File: src/rtl/sine2x_inverse_search.sv
// Recovers x (0..45 degrees) from an IEEE-754 double holding sin(2x), using a
// binary search over a 46-entry sin(2k deg) magnitude table with a fixed 8-cycle latency.
`ifndef DATA_WIDTH
`define DATA_WIDTH 8
`endif

module sine2x_inverse_search (
  input  logic                   clk,
  input  logic                   reset,
  input  logic                   start,
  input  logic [63:0]            data_in,
  output logic                   busy,
  output logic                   done,
  output logic [`DATA_WIDTH-1:0] angle_out,
  output logic [`DATA_WIDTH-1:0] alt_angle_out,
  output logic [1:0]             quadrant_out,
  output logic                   exact,
  output logic                   error
);

  localparam int DW = `DATA_WIDTH;

  typedef enum logic [1:0] {IDLE, CHECK, SEARCH, DONE} state_t;

  localparam logic [62:0] MAX_MAG = 63'h3FF0000000000000;

  // Entry k holds the double bit pattern of sin(2k degrees); only the magnitude bits are used.
  localparam logic [63:0] SIN_TABLE [46] = '{
    $realtobits(0.0),                 $realtobits(0.03489949670250097), $realtobits(0.0697564737441253),
    $realtobits(0.10452846326765347), $realtobits(0.13917310096006544), $realtobits(0.17364817766693033),
    $realtobits(0.20791169081775931), $realtobits(0.24192189559966773), $realtobits(0.27563735581699916),
    $realtobits(0.3090169943749474),  $realtobits(0.3420201433256687),  $realtobits(0.374606593415912),
    $realtobits(0.40673664307580015), $realtobits(0.4383711467890774),  $realtobits(0.46947156278589076),
    $realtobits(0.5),                 $realtobits(0.5299192642332049),  $realtobits(0.5591929034707468),
    $realtobits(0.5877852522924731),  $realtobits(0.6156614753256583),  $realtobits(0.6427876096865393),
    $realtobits(0.6691306063588582),  $realtobits(0.6946583704589973),  $realtobits(0.7193398003386511),
    $realtobits(0.7431448254773942),  $realtobits(0.766044443118978),   $realtobits(0.7880107536067219),
    $realtobits(0.8090169943749474),  $realtobits(0.8290375725550417),  $realtobits(0.848048096156426),
    $realtobits(0.8660254037844386),  $realtobits(0.882947592858927),   $realtobits(0.898794046299167),
    $realtobits(0.9135454576426009),  $realtobits(0.9271838545667874),  $realtobits(0.9396926207859083),
    $realtobits(0.9510565162951535),  $realtobits(0.9612616959383189),  $realtobits(0.9702957262759965),
    $realtobits(0.9781476007338056),  $realtobits(0.984807753012208),   $realtobits(0.9902680687415703),
    $realtobits(0.9945218953682733),  $realtobits(0.9975640502598242),  $realtobits(0.9993908270190957),
    $realtobits(1.0)
  };

  state_t          state_q, state_d;
  logic [63:0]     latch_q, latch_d;
  logic            sign_q, sign_d;
  logic            err_q, err_d;
  logic [5:0]      lo_q, lo_d, hi_q, hi_d;
  logic [2:0]      cnt_q, cnt_d;
  logic [DW-1:0]   angle_q, angle_d, alt_q, alt_d;
  logic [1:0]      quad_q, quad_d;
  logic            exact_q, exact_d, error_q, error_d, done_q, done_d;
  logic [5:0]      mid;
  logic [62:0]     midEntry, loEntry;

  always_comb begin
    state_d  = state_q;
    latch_d  = latch_q;
    sign_d   = sign_q;
    err_d    = err_q;
    lo_d     = lo_q;
    hi_d     = hi_q;
    cnt_d    = cnt_q;
    angle_d  = angle_q;
    alt_d    = alt_q;
    quad_d   = quad_q;
    exact_d  = exact_q;
    error_d  = error_q;
    done_d   = 1'b0;
    mid      = 6'(({1'b0, lo_q} + {1'b0, hi_q} + 7'd1) >> 1);
    midEntry = SIN_TABLE[mid][62:0];
    loEntry  = SIN_TABLE[lo_q][62:0];

    case (state_q)
      IDLE: begin
        if (start) begin
          latch_d = data_in;
          state_d = CHECK;
        end
      end
      // Out-of-domain inputs still walk through SEARCH with lo==hi so latency never changes.
      CHECK: begin
        sign_d  = latch_q[63];
        err_d   = latch_q[62:0] > MAX_MAG;
        lo_d    = 6'd0;
        hi_d    = (latch_q[62:0] > MAX_MAG) ? 6'd0 : 6'd45;
        cnt_d   = 3'd0;
        state_d = SEARCH;
      end
      SEARCH: begin
        if (lo_q != hi_q) begin
          if (midEntry <= latch_q[62:0]) lo_d = mid;
          else                           hi_d = mid - 6'd1;
        end
        cnt_d = cnt_q + 3'd1;
        if (cnt_q == 3'd5) begin
          cnt_d   = 3'd0;
          state_d = DONE;
        end
      end
      DONE: begin
        done_d  = 1'b1;
        quad_d  = sign_q ? 2'd2 : 2'd0;
        error_d = err_q;
        exact_d = !err_q && (loEntry == latch_q[62:0]);
        angle_d = err_q ? '0 : DW'(lo_q);
        alt_d   = err_q ? '0 : DW'(7'd90 - {1'b0, lo_q});
        state_d = IDLE;
      end
    endcase
  end

  always_ff @(posedge clk or posedge reset) begin
    if (reset) begin
      state_q <= IDLE;
      latch_q <= '0;
      sign_q  <= 1'b0;
      err_q   <= 1'b0;
      lo_q    <= '0;
      hi_q    <= '0;
      cnt_q   <= '0;
      angle_q <= '0;
      alt_q   <= '0;
      quad_q  <= '0;
      exact_q <= 1'b0;
      error_q <= 1'b0;
      done_q  <= 1'b0;
    end else begin
      state_q <= state_d;
      latch_q <= latch_d;
      sign_q  <= sign_d;
      err_q   <= err_d;
      lo_q    <= lo_d;
      hi_q    <= hi_d;
      cnt_q   <= cnt_d;
      angle_q <= angle_d;
      alt_q   <= alt_d;
      quad_q  <= quad_d;
      exact_q <= exact_d;
      error_q <= error_d;
      done_q  <= done_d;
    end
  end

  assign busy          = (state_q != IDLE);
  assign done          = done_q;
  assign angle_out     = angle_q;
  assign alt_angle_out = alt_q;
  assign quadrant_out  = quad_q;
  assign exact         = exact_q;
  assign error         = error_q;

endmodule
File: config.mk
export PLATFORM = sky130hd
export DESIGN_NAME = sine2x_inverse_search
export DESIGN_NICKNAME = d
export VERILOG_FILES = /design/src/rtl/sine2x_inverse_search.sv
export SDC_FILE = /design/constraint.sdc
export NUM_CORES = 1
export LEC_CHECK = 0
export CAP_MARGIN = 20
export CELL_PAD_IN_SITES_DETAIL_PLACEMENT = 1
export CELL_PAD_IN_SITES_GLOBAL_PLACEMENT = 2
export CORE_MARGIN = 1
export CORE_UTILIZATION = 36
export DETAILED_ROUTE_END_ITERATION = 16
export PLACE_DENSITY_LB_ADDON = 0.1
export SETUP_SLACK_MARGIN = 0.5
export SYNTH_ARGS = -nofsm -noshare
export SYNTH_HDL_FRONTEND = slang
export SYNTH_SLANG_ARGS = --single-unit
File: constraint.sdc
create_clock -name clk -period 6.1 [get_ports clk]
set_clock_uncertainty 0.05 [all_clocks]
set_input_delay 1.22 -clock clk [delete_from_list [all_inputs] [get_ports clk]]
set_output_delay 1.22 -clock clk [all_outputs]
set_load 0.02 [all_outputs]
==> results.toml, run 1 <==
[status]
status = "finished, final reports clean"

[worst_setup_path]
path_class = "reg2reg"
crit_path_start = "lo_q[0]"
slowest_library_cell_on_the_worst_path = "sky130_fd_sc_hd__fa_1"
crit-reg2reg-launch = "lo_q[0]"
worst_setup_path_end_kind = "flop"
critPathRequiredTime_ns = 6.32
cp-start-kind = "flop"
worst_ep_arrival_time_ns = 5.73
critical-path-max-stage-delay_ns = 0.56
critical_path_fanouts_max = 10
timing.critical_path.cells = "inv_1 > ha_1 > fa_1 > clkinv_1 > buf_4 > ha_4 > o21ai_0 > nand3_2 > a21oi_1 > a31oi_2 > o22ai_2 > ha_1 > a21oi_1 > o21ai_0 > a221oi_1 > nor2_1 > nor4_2 > a31oi_4 > buf_2 > o311ai_0"

[worst_hold_path]
timing.hold.worst.class = "reg2reg"
hold_path.startpoint = "cnt_q[2]"

[die]
dieArea_um2 = 39480
core_area_um2 = 37840
dieHeight_um = 198.7
io-pin-count = 89
floorplan.initialDensity_pct = 36.80
floorplan.die.width_um = 198.7
num_rows = 71

[sta]
final_count_of_pins_violating_max_slew = 0
maxClockFrequency_mhz = 181.7
timing.slew.headroom_pct = 19.86
final_setup_violation_count = 0
hold_viol = 0
tightestPinTransition_ns = 1.187
rsz_0062_raised_after_global_routing = "no"
finalWorstPathRequiredPeriod_ns = 5.503
worst_hold_slack_ns = 0.4236
fin_crit_sh_pct = 90.22

[drt]
route.detailed.wl_per_inst_um = 31.62
route.detailed.drc = 0
routed_wirelength_um = 75310
num_vias = 15894
drtPass1Iterations = 6
ant_nets = 0
dr.first_iter.drc_count = 1546
drt-vias-per-instance = 6.673

[synthesis]
synth_xor_xnor_area_share_pct = 2.641
synth_top_family_by_area = "compound AO/OA/AOI/OAI gates"
cell_accounting_for_the_most_synthesized_area = "sky130_fd_sc_hd__dfrtp_1"
post_synth_main_area_contributors = "sky130_fd_sc_hd__dfrtp_1 18%, sky130_fd_sc_hd__ha_1 10%, sky130_fd_sc_hd__mux2_2 5.9%"
post_synth_fa_ha_maj_area_fraction_pct = 10.21
synth.cell_area_um2 = 13930
synthMuxAreaShare_pct = 8.499
synth.ff_latch_count = 99
syn_inst = 1864
yosysWarningCount = 0
synthTopCellsByCount = "153 x sky130_fd_sc_hd__o21ai_0, 147 x sky130_fd_sc_hd__nand2_1, 147 x sky130_fd_sc_hd__nor2_1, 120 x sky130_fd_sc_hd__a21oi_1, 112 x sky130_fd_sc_hd__ha_1"
synth.top_cell.area_share_pct = 17.79
yosys.cell_types.count = 96
postSynth.asyncResetShare_pct = 100.0
synth.yosys.seq_area_share_pct = 17.79
yosys.cell_count.top_type = "sky130_fd_sc_hd__o21ai_0"
synth_edf_count = 0
post_synth_and_or_nand_nor_area_fraction_pct = 21.55
synth_ff_type = "sky130_fd_sc_hd__dfrtp_1"
avgSynthCellArea_um2 = 7.472
synth-compound-area-share_pct = 30.82

[flow_run]
drv_cap = 0

[clocking]
tritoncts = "yes"
clkTransAtPathRegs_ns = 0.08
cts_root_buf = "sky130_fd_sc_hd__clkbuf_16"
source_to_sink_clock_delay_at_the_later_pin_of_the_worst_skew_pair_ns = 0.39
postCtsHoldBufs = 0
clock_tree.buffer_depth = 2
cts_htree_levels = 3
cts_made_buffers = 9
cts_num_sinks = 99

[global_routing]
grt_start_max_net_pins = 100
grt_antenna_before_repair = 0
grt_util_all_layers_pct = 38.31
grt_pass1_wl_um = 110000
grt_overflow_total = 0
via_count_of_the_first_global_routing_pass = 15771

[cells_and_area]
utilization_pct = 41.86
diode_count = 0
drive_gt1_share_pct = 12.99
layout-area-overhead-vs-synth_pct = 13.75
design.final.nets = 2047

[place]
routabilityCongestion = 1.026
port_buffers = 84
dp.final_hpwl_um = 56430
## path summary, 6_finish.rpt
| path | slack (ns) | cells after the start | end |
|---|---|---|---|
| worst max-delay path | 0.60 | 20 | lo_q[1] |
| worst min-delay path | 0.42 | 1 | cnt_q[1] |
| worst max register to register | 0.60 | 20 | lo_q[1] |
| worst min register to register | 0.42 | 1 | cnt_q[1] |
| max in group asynchronous | 3.59 | 3 | latch_q[31] |
| min in group asynchronous | 1.21 | 2 | state_q[0] |
## metal layers
| metal | vias up | GRT usage [%] | routed length (um) |
|---|---|---|---|
| met5 | - | 0 | 0 |
| met4 | 0 | 19.72 | 4537 |
| met3 | 195 | 6.985 | 5818 |
| met2 | 786 | 59.39 | 33430 |
| met1 | 7937 | 50.59 | 31530 |
| li1 | 6976 | - | - |
## placed cells by master (no fill, tap or decap), types with 24 or more instances in the layout
cell type	n
sky130_fd_sc_hd__o21ai_0	147
sky130_fd_sc_hd__nand2_1	144
sky130_fd_sc_hd__nor2_1	141
sky130_fd_sc_hd__a21oi_1	114
sky130_fd_sc_hd__ha_1	109
sky130_fd_sc_hd__dfrtp_1	96
sky130_fd_sc_hd__inv_1	93
sky130_fd_sc_hd__clkdlybuf4s50_1	84
sky130_fd_sc_hd__mux2_2	73
sky130_fd_sc_hd__buf_4	61
sky130_fd_sc_hd__nand3_1	50
sky130_fd_sc_hd__xnor2_1	40
sky130_fd_sc_hd__nor3_1	40
sky130_fd_sc_hd__nand2b_1	39
sky130_fd_sc_hd__o211ai_1	38
sky130_fd_sc_hd__a31oi_1	36
sky130_fd_sc_hd__nor2b_1	34
sky130_fd_sc_hd__a211oi_1	29
sky130_fd_sc_hd__mux2i_1	25
sky130_fd_sc_hd__o311ai_0	24
## flip-flops by register name, summed over array words and instances (netlist names)
signal,count
quadrant_out,1
error,1
done,1
lo_q,6
state_q,2
latch_q,64
err_q,1
sign_q,1
alt_angle_out,6
angle_out,6
exact,1
hi_q,6
cnt_q,3
## cell families after synthesis
logic type	Yosys count
DFF	99
xor gates and xnor gates	42
adders and majority gates	113
and+or+nand+nor	602
buffers and inverters	268
other	1
muxes	104
AOI/OAI and AO/OA	635
## stage by stage
step,cell area [um2],TNS (ns),cells,worst slack [ns]
CTS,15610,0,2373,0.4938
global placement,15220,-0.8113,2357,-0.1552
finish,15840,0,2382,0.5968
floorplan,13940,0,1867,0.5026
global route,15840,0,2382,0.3373
detailed placement,15240,-0.5811,2358,-0.1313
## timing repair
item                                    in CTS  in global routing
endpoints found under the setup margin      12                 12
pin swaps                                    1                  3
buffers inserted                             0                  8
resized for setup                           17                 46
gates cloned                                 0                  1
## critical path: cells and delay by family, from the launching register on
kind	cells	cell delay [ns]
simple gates	3	0.70
fa+ha+maj	4	1.33
compound gates	9	2.22
buf+inv	4	0.73
flops	1	0.35
## layout make-up
cell class / instances / area, um2
tap: 511 / 639.4
clock inverter: 6 / 55.05
inverter: 99 / 377.9
sequential: 99 / 2486
multi-input combinational: 1500 / 10540
clock buffer: 9 / 225.2
fill: 4642 / 22000
timing repair buffer: 158 / 1519
Power of run 1 is not shown: default switching activity piles up to over one toggle a cycle in this logic, so the estimate is an artifact.
==> run 2, diff against run 1 <==
- GPL_TIMING_DRIVEN: default -> 0
- SKIP_LAST_GASP: default -> 1
==> run 2 against run 1 <==
Net effect: die area stayed put; worst setup slack worse by 0.19 ns; final cell count is 6.3% higher; register-to-register slack worse by 0.19 ns; non-clock buffer count is 148 higher; critical path depth stayed put; sequential cell count stayed put; global-route usage is 11 points higher; clock-buffer cell count is 1 higher; critical endpoint is now hi_q[2].
==> results.toml, run 2 (synthesized netlist as in run 1, its figures left out) <==
[cells_and_area]
utilization_pct = 45.79
largest_register_ff_count = 64
layout-area-overhead-vs-synth_pct = 24.44
layout.cells.most_common_list = "137 x sky130_fd_sc_hd__nand2_1, 136 x sky130_fd_sc_hd__nor2_1, 133 x sky130_fd_sc_hd__o21ai_0"
mostFrequentLayoutCell = "sky130_fd_sc_hd__nand2_1"
design.final.nets = 2195
max_flop_register = "latch_q"
total_area_of_multi_input_combinational_cells_um2 = 11090
finish.instance_area_um2 = 17330
seqCellArea_um2 = 2484
fillCellCount = 4607
drive_gt1_share_pct = 21.04

[status]
status = "finished, final reports clean"

[clocking]
tritoncts = "yes"
clkTransAtPathRegs_ns = 0.08
cts_made_buffers = 9
source_to_sink_clock_delay_at_the_later_pin_of_the_worst_skew_pair_ns = 0.40
clock_tree.buffer_depth = 2
cts_num_sinks = 99
cts_htree_levels = 3
postCtsHoldBufs = 0
cts_root_buf = "sky130_fd_sc_hd__clkbuf_16"

[worst_setup_path]
worst_setup_path_end_kind = "flop"
worst_ep_arrival_time_ns = 5.91
critPathRequiredTime_ns = 6.32
timing.reg2reg.setup_slack_ns = 0.41
cp-start-kind = "flop"
path_class = "reg2reg"
crit-reg2reg-launch = "lo_q[1]"
endpoint_of_the_lowest_slack_register_to_register_path = "hi_q[2]"
rr_worst_depth = 20
critical_path_fanouts_max = 11

[sta]
tightestPinTransition_ns = 1.167
final_count_of_pins_violating_max_slew = 0
timing.slew.headroom_pct = 21.69
finalWorstPathRequiredPeriod_ns = 5.688
fin_crit_sh_pct = 93.25
hold_viol = 0
rsz_0062_raised_after_global_routing = "no"
maxClockFrequency_mhz = 175.8
setup_total_negative_slack_ns = 0
final_setup_violation_count = 0

[global_routing]
grt_antenna_before_repair = 2
via_count_of_the_first_global_routing_pass = 18386
grt_util_all_layers_pct = 48.98
grt_overflow_total = 0
grt_pass1_wl_um = 135800
grt_start_max_net_pins = 65

[die]
floorplan.die.width_um = 198.7
num_rows = 71
core_area_um2 = 37840
io-pin-count = 89
dieHeight_um = 198.7
dieArea_um2 = 39480
floorplan.initialDensity_pct = 36.80

[drt]
dr.first_iter.drc_count = 2746
num_vias = 18589
routed_wirelength_um = 97460
route.detailed.wl_per_inst_um = 38.48
ant_nets = 0
drt-vias-per-instance = 7.339
drtPass1Iterations = 9
route.detailed.drc = 0

[flow_run]
drv_cap = 0

[place]
dp.final_hpwl_um = 70770
routabilityCongestion = 1.164
dpl_cell_area_um2 = 15520
port_buffers = 84

[worst_hold_path]
hold_path_end = "cnt_q[1]"
hold_path.startpoint = "cnt_q[2]"
min_path_cells = 1
timing.hold.worst.class = "reg2reg"
-- run 2: changes by cell type in the layout (fill, tap and decap cells not counted), moves of 9 or more --
cell,change
sky130_fd_sc_hd__clkbuf_1,+43
sky130_fd_sc_hd__o21ai_0,-14
sky130_fd_sc_hd__clkbuf_2,+17
sky130_fd_sc_hd__o21ai_2,+9
sky130_fd_sc_hd__clkbuf_4,+14
sky130_fd_sc_hd__buf_6,+14
sky130_fd_sc_hd__buf_2,+50
-- run 2: worst max-delay path, stage by stage (launching register included) --
cell and delay (ns):
sky130_fd_sc_hd__dfrtp_2 0.46, sky130_fd_sc_hd__buf_6 0.18, sky130_fd_sc_hd__ha_1 0.35, sky130_fd_sc_hd__nor2b_1 0.17, sky130_fd_sc_hd__o21a_2 0.26, sky130_fd_sc_hd__o211a_1 0.28
sky130_fd_sc_hd__a211oi_4 0.34, sky130_fd_sc_hd__buf_2 0.40, sky130_fd_sc_hd__buf_2 0.43, sky130_fd_sc_hd__o21ai_0 0.18, sky130_fd_sc_hd__a31oi_2 0.43, sky130_fd_sc_hd__ha_1 0.33
sky130_fd_sc_hd__and4_1 0.25, sky130_fd_sc_hd__a221oi_2 0.32, sky130_fd_sc_hd__nor3_2 0.10, sky130_fd_sc_hd__nor4_4 0.25, sky130_fd_sc_hd__a31oi_4 0.13, sky130_fd_sc_hd__buf_12 0.17
sky130_fd_sc_hd__buf_12 0.14, sky130_fd_sc_hd__a41oi_1 0.20, sky130_fd_sc_hd__o211ai_1 0.12
-- run 2: worst max path at each step --
stage	from	endpoint	depth (start not counted)	slack (ns)
finish	lo_q[1]	hi_q[2]	20	0.41
global route	lo_q[1]	hi_q[2]	22	0.35
CTS	lo_q[1]	hi_q[2]	21	0.50
detailed placement	lo_q[1]	hi_q[4]	21	-3.21
global placement	lo_q[1]	hi_q[3]	19	-3.29
floorplan	lo_q[1]	hi_q[3]	21	0.50
-- run 2: cell type report --
class	count	area share (%)
clock inverter	6	0.3321
sequential	99	14.33
timing repair buffer	137	7.675
tap	511	3.689
buffer	169	6.368
inverter	99	2.289
antenna	2	0.02888
clock buffer	10	1.321
multi-input combinational	1500	63.97
-- run 2: through the flow --
stage / hold slack (ns) / instances / setup slack (ns)
2_1_floorplan: 0.3789 / 1867 / 0.5026
3_3_place_gp: 0.3869 / 2462 / -3.287
3_5_place_dp: 0.4048 / 2470 / -3.211
4_1_cts: 0.4153 / 2508 / 0.5023
5_1_grt: 0.4474 / 2531 / 0.3512
6_report: 0.4147 / 2533 / 0.4116
-- run 2: per-layer routing --
layer	vias to the layer above	share of wire [%]	GRT usage, %
met3	609	15	22.87
met2	1681	40	70.36
met5	-	0.076	1.022
met4	4	9.5	34.10
met1	9023	36	57.20
li1	7272	-	-
-- run 2: timing repair --
item	4_1_cts	5_1_grt
pin swaps	23	24
setup buffers	22	16
cloned	0	2
resized for setup	201	154
setup endpoints to repair	12	12
hold endpoints to repair	0	0
Power of run 2 is left out for the same reason.
==> run 3, diff against run 2 <==
- PLACE_DENSITY_LB_ADDON: 0.1 -> 0.05
==> run 3 against run 2 <==
Net effect: register-to-register slack better by 0.02 ns; sequential share of layout area down 0.18 points; critical path depth down 1; clock-buffer cell count is the same; sequential cell count stayed put; via count decreased by 0.17%; cell area grew 1.4%; final cell count up 0.36%; maximum frequency is 0.30% higher.
==> results.toml, run 3 (synthesized netlist as in run 1, its figures left out) <==
[clocking]
clkTransAtPathRegs_ns = 0.08
cts_root_buf = "sky130_fd_sc_hd__clkbuf_16"
cts_htree_levels = 3
cts_made_buffers = 9
source_to_sink_clock_delay_at_the_later_pin_of_the_worst_skew_pair_ns = 0.40
cts_num_sinks = 99
tritoncts = "yes"
clock_tree.buffer_depth = 2

[global_routing]
grt_overflow_total = 0
via_count_of_the_first_global_routing_pass = 18252
grt_util_all_layers_pct = 48.37
grt_start_max_net_pins = 62
grt_pass1_wl_um = 134700
grt_antenna_before_repair = 3

[sta]
fin_crit_sh_pct = 92.97
postLayoutSetupSlackWorst_ns = 0.4287
finalWorstPathRequiredPeriod_ns = 5.671
timing.slew.headroom_pct = 16.71
tightestPinTransition_ns = 1.236
worst_hold_slack_ns = 0.4430
final_setup_violation_count = 0
rsz_0062_raised_after_global_routing = "yes"
maxClockFrequency_mhz = 176.3
final_count_of_pins_violating_max_slew = 0
hold_viol = 0

[cells_and_area]
finish.instance_area_um2 = 17570
utilization_pct = 46.44
layout.cells.most_common_list = "139 x sky130_fd_sc_hd__nand2_1, 136 x sky130_fd_sc_hd__nor2_1, 124 x sky130_fd_sc_hd__o21ai_0"
design.final.nets = 2205
mostFrequentLayoutCell = "sky130_fd_sc_hd__nand2_1"
layout-area-overhead-vs-synth_pct = 26.18
largest_register_ff_count = 64
max_flop_register = "latch_q"
drive_gt1_share_pct = 22.41

[place]
routabilityCongestion = 1.163
port_buffers = 84
dp.final_hpwl_um = 69550
dpl_cell_area_um2 = 15480
pre_cts_slack_ns = -2.974

[drt]
route.detailed.wl_per_inst_um = 38.11
ant_nets = 0
drt-vias-per-instance = 7.301
route.detailed.drc = 0
num_vias = 18558
routed_wirelength_um = 96870
drtPass1Iterations = 7
dr.first_iter.drc_count = 2913

[die]
num_rows = 71
core_area_um2 = 37840
floorplan.die.width_um = 198.7
floorplan.initialDensity_pct = 36.80
io-pin-count = 89
dieHeight_um = 198.7
dieArea_um2 = 39480

[worst_setup_path]
timing.critical_path.cells = "ha_2 > o21a_2 > o21ai_2 > a211oi_2 > clkbuf_2 > clkbuf_2 > a31oi_1 > o22ai_2 > ha_1 > a21oi_2 > o21ai_1 > a221oi_2 > nor2_2 > nor4_4 > a31oi_4 > buf_12 > buf_8 > mux2i_2 > a22o_1"
worst_path_most_repeated_cell = "sky130_fd_sc_hd__clkbuf_2"
critical-path-max-stage-delay_ns = 0.60
cp_num_buf_inv = 4
critical-path-top-delay-family = "compound AO/OA/AOI/OAI gates"
critical_path_fanouts_max = 14
slowest_library_cell_on_the_worst_path = "sky130_fd_sc_hd__dfrtp_4"
cp-start-kind = "flop"
critPathRequiredTime_ns = 6.34
worst_ep_arrival_time_ns = 5.91
worst_setup_path_end_kind = "flop"
path_class = "reg2reg"

[worst_hold_path]
timing.hold.worst.class = "reg2reg"

[flow_run]
drv_cap = 0

[status]
status = "finished, final reports clean"
## run 3: cell count changes in the layout (fill, tap and decap cells not counted), sizes merged
cell           delta
clkbuf            +1
clkinv            -1
inv               -1
buf               +9
clkdlybuf4s18     +1
clkdlybuf4s15     -1
diode             -1
clkinvlp          +2
## run 3: path summary, 6_finish.rpt
kind | from | endpoint | slack, ns | cells past startpoint
worst max-delay path | lo_q[2] | lo_q[2] | 0.43 | 19
worst min-delay path | cnt_q[2] | cnt_q[1] | 0.44 | 1
worst max register to register | lo_q[2] | lo_q[2] | 0.43 | 19
worst min register to register | cnt_q[2] | cnt_q[1] | 0.44 | 1
max in group asynchronous | reset | latch_q[40] | 4.06 | 3
min in group asynchronous | reset | state_q[0] | 1.16 | 2
## run 3: what timing repair did
| action | in CTS | in global routing |
|---|---|---|
| setup endpoints to repair | 12 | 12 |
| pin swaps | 20 | 34 |
| resized for setup | 196 | 215 |
| buffers inserted | 26 | 30 |
| hold buffers | 0 | 0 |
| cloned | 0 | 1 |
## run 3: through the flow
stage	instances	setup TNS, ns
floorplan	1867	0
global placement	2462	-40.21
detailed placement	2466	-33.74
CTS	2508	0
global route	2541	0
finish	2542	0
## run 3: metal layers
layer | vias up | GRT usage [%] | part of all wire, %
li1 | 7298 | - | -
met1 | 8954 | 57.72 | 36
met2 | 1697 | 69.46 | 40
met3 | 605 | 21.57 | 15
met4 | 4 | 32.36 | 8.9
met5 | - | 0 | 0.059
## run 3: cell type report
class	count	area [um2]
Antenna cell	1	2.502
Clock buffer	10	229.0
Fill cell	4623	20270
Tap cell	511	639.4
Multi-Input combinational cell	1500	11210
Sequential cell	99	2486
Timing Repair Buffer	147	1393
Inverter	99	409.1
Clock inverter	6	57.56
Buffer	169	1145
Power of run 3 is left out for the same reason.
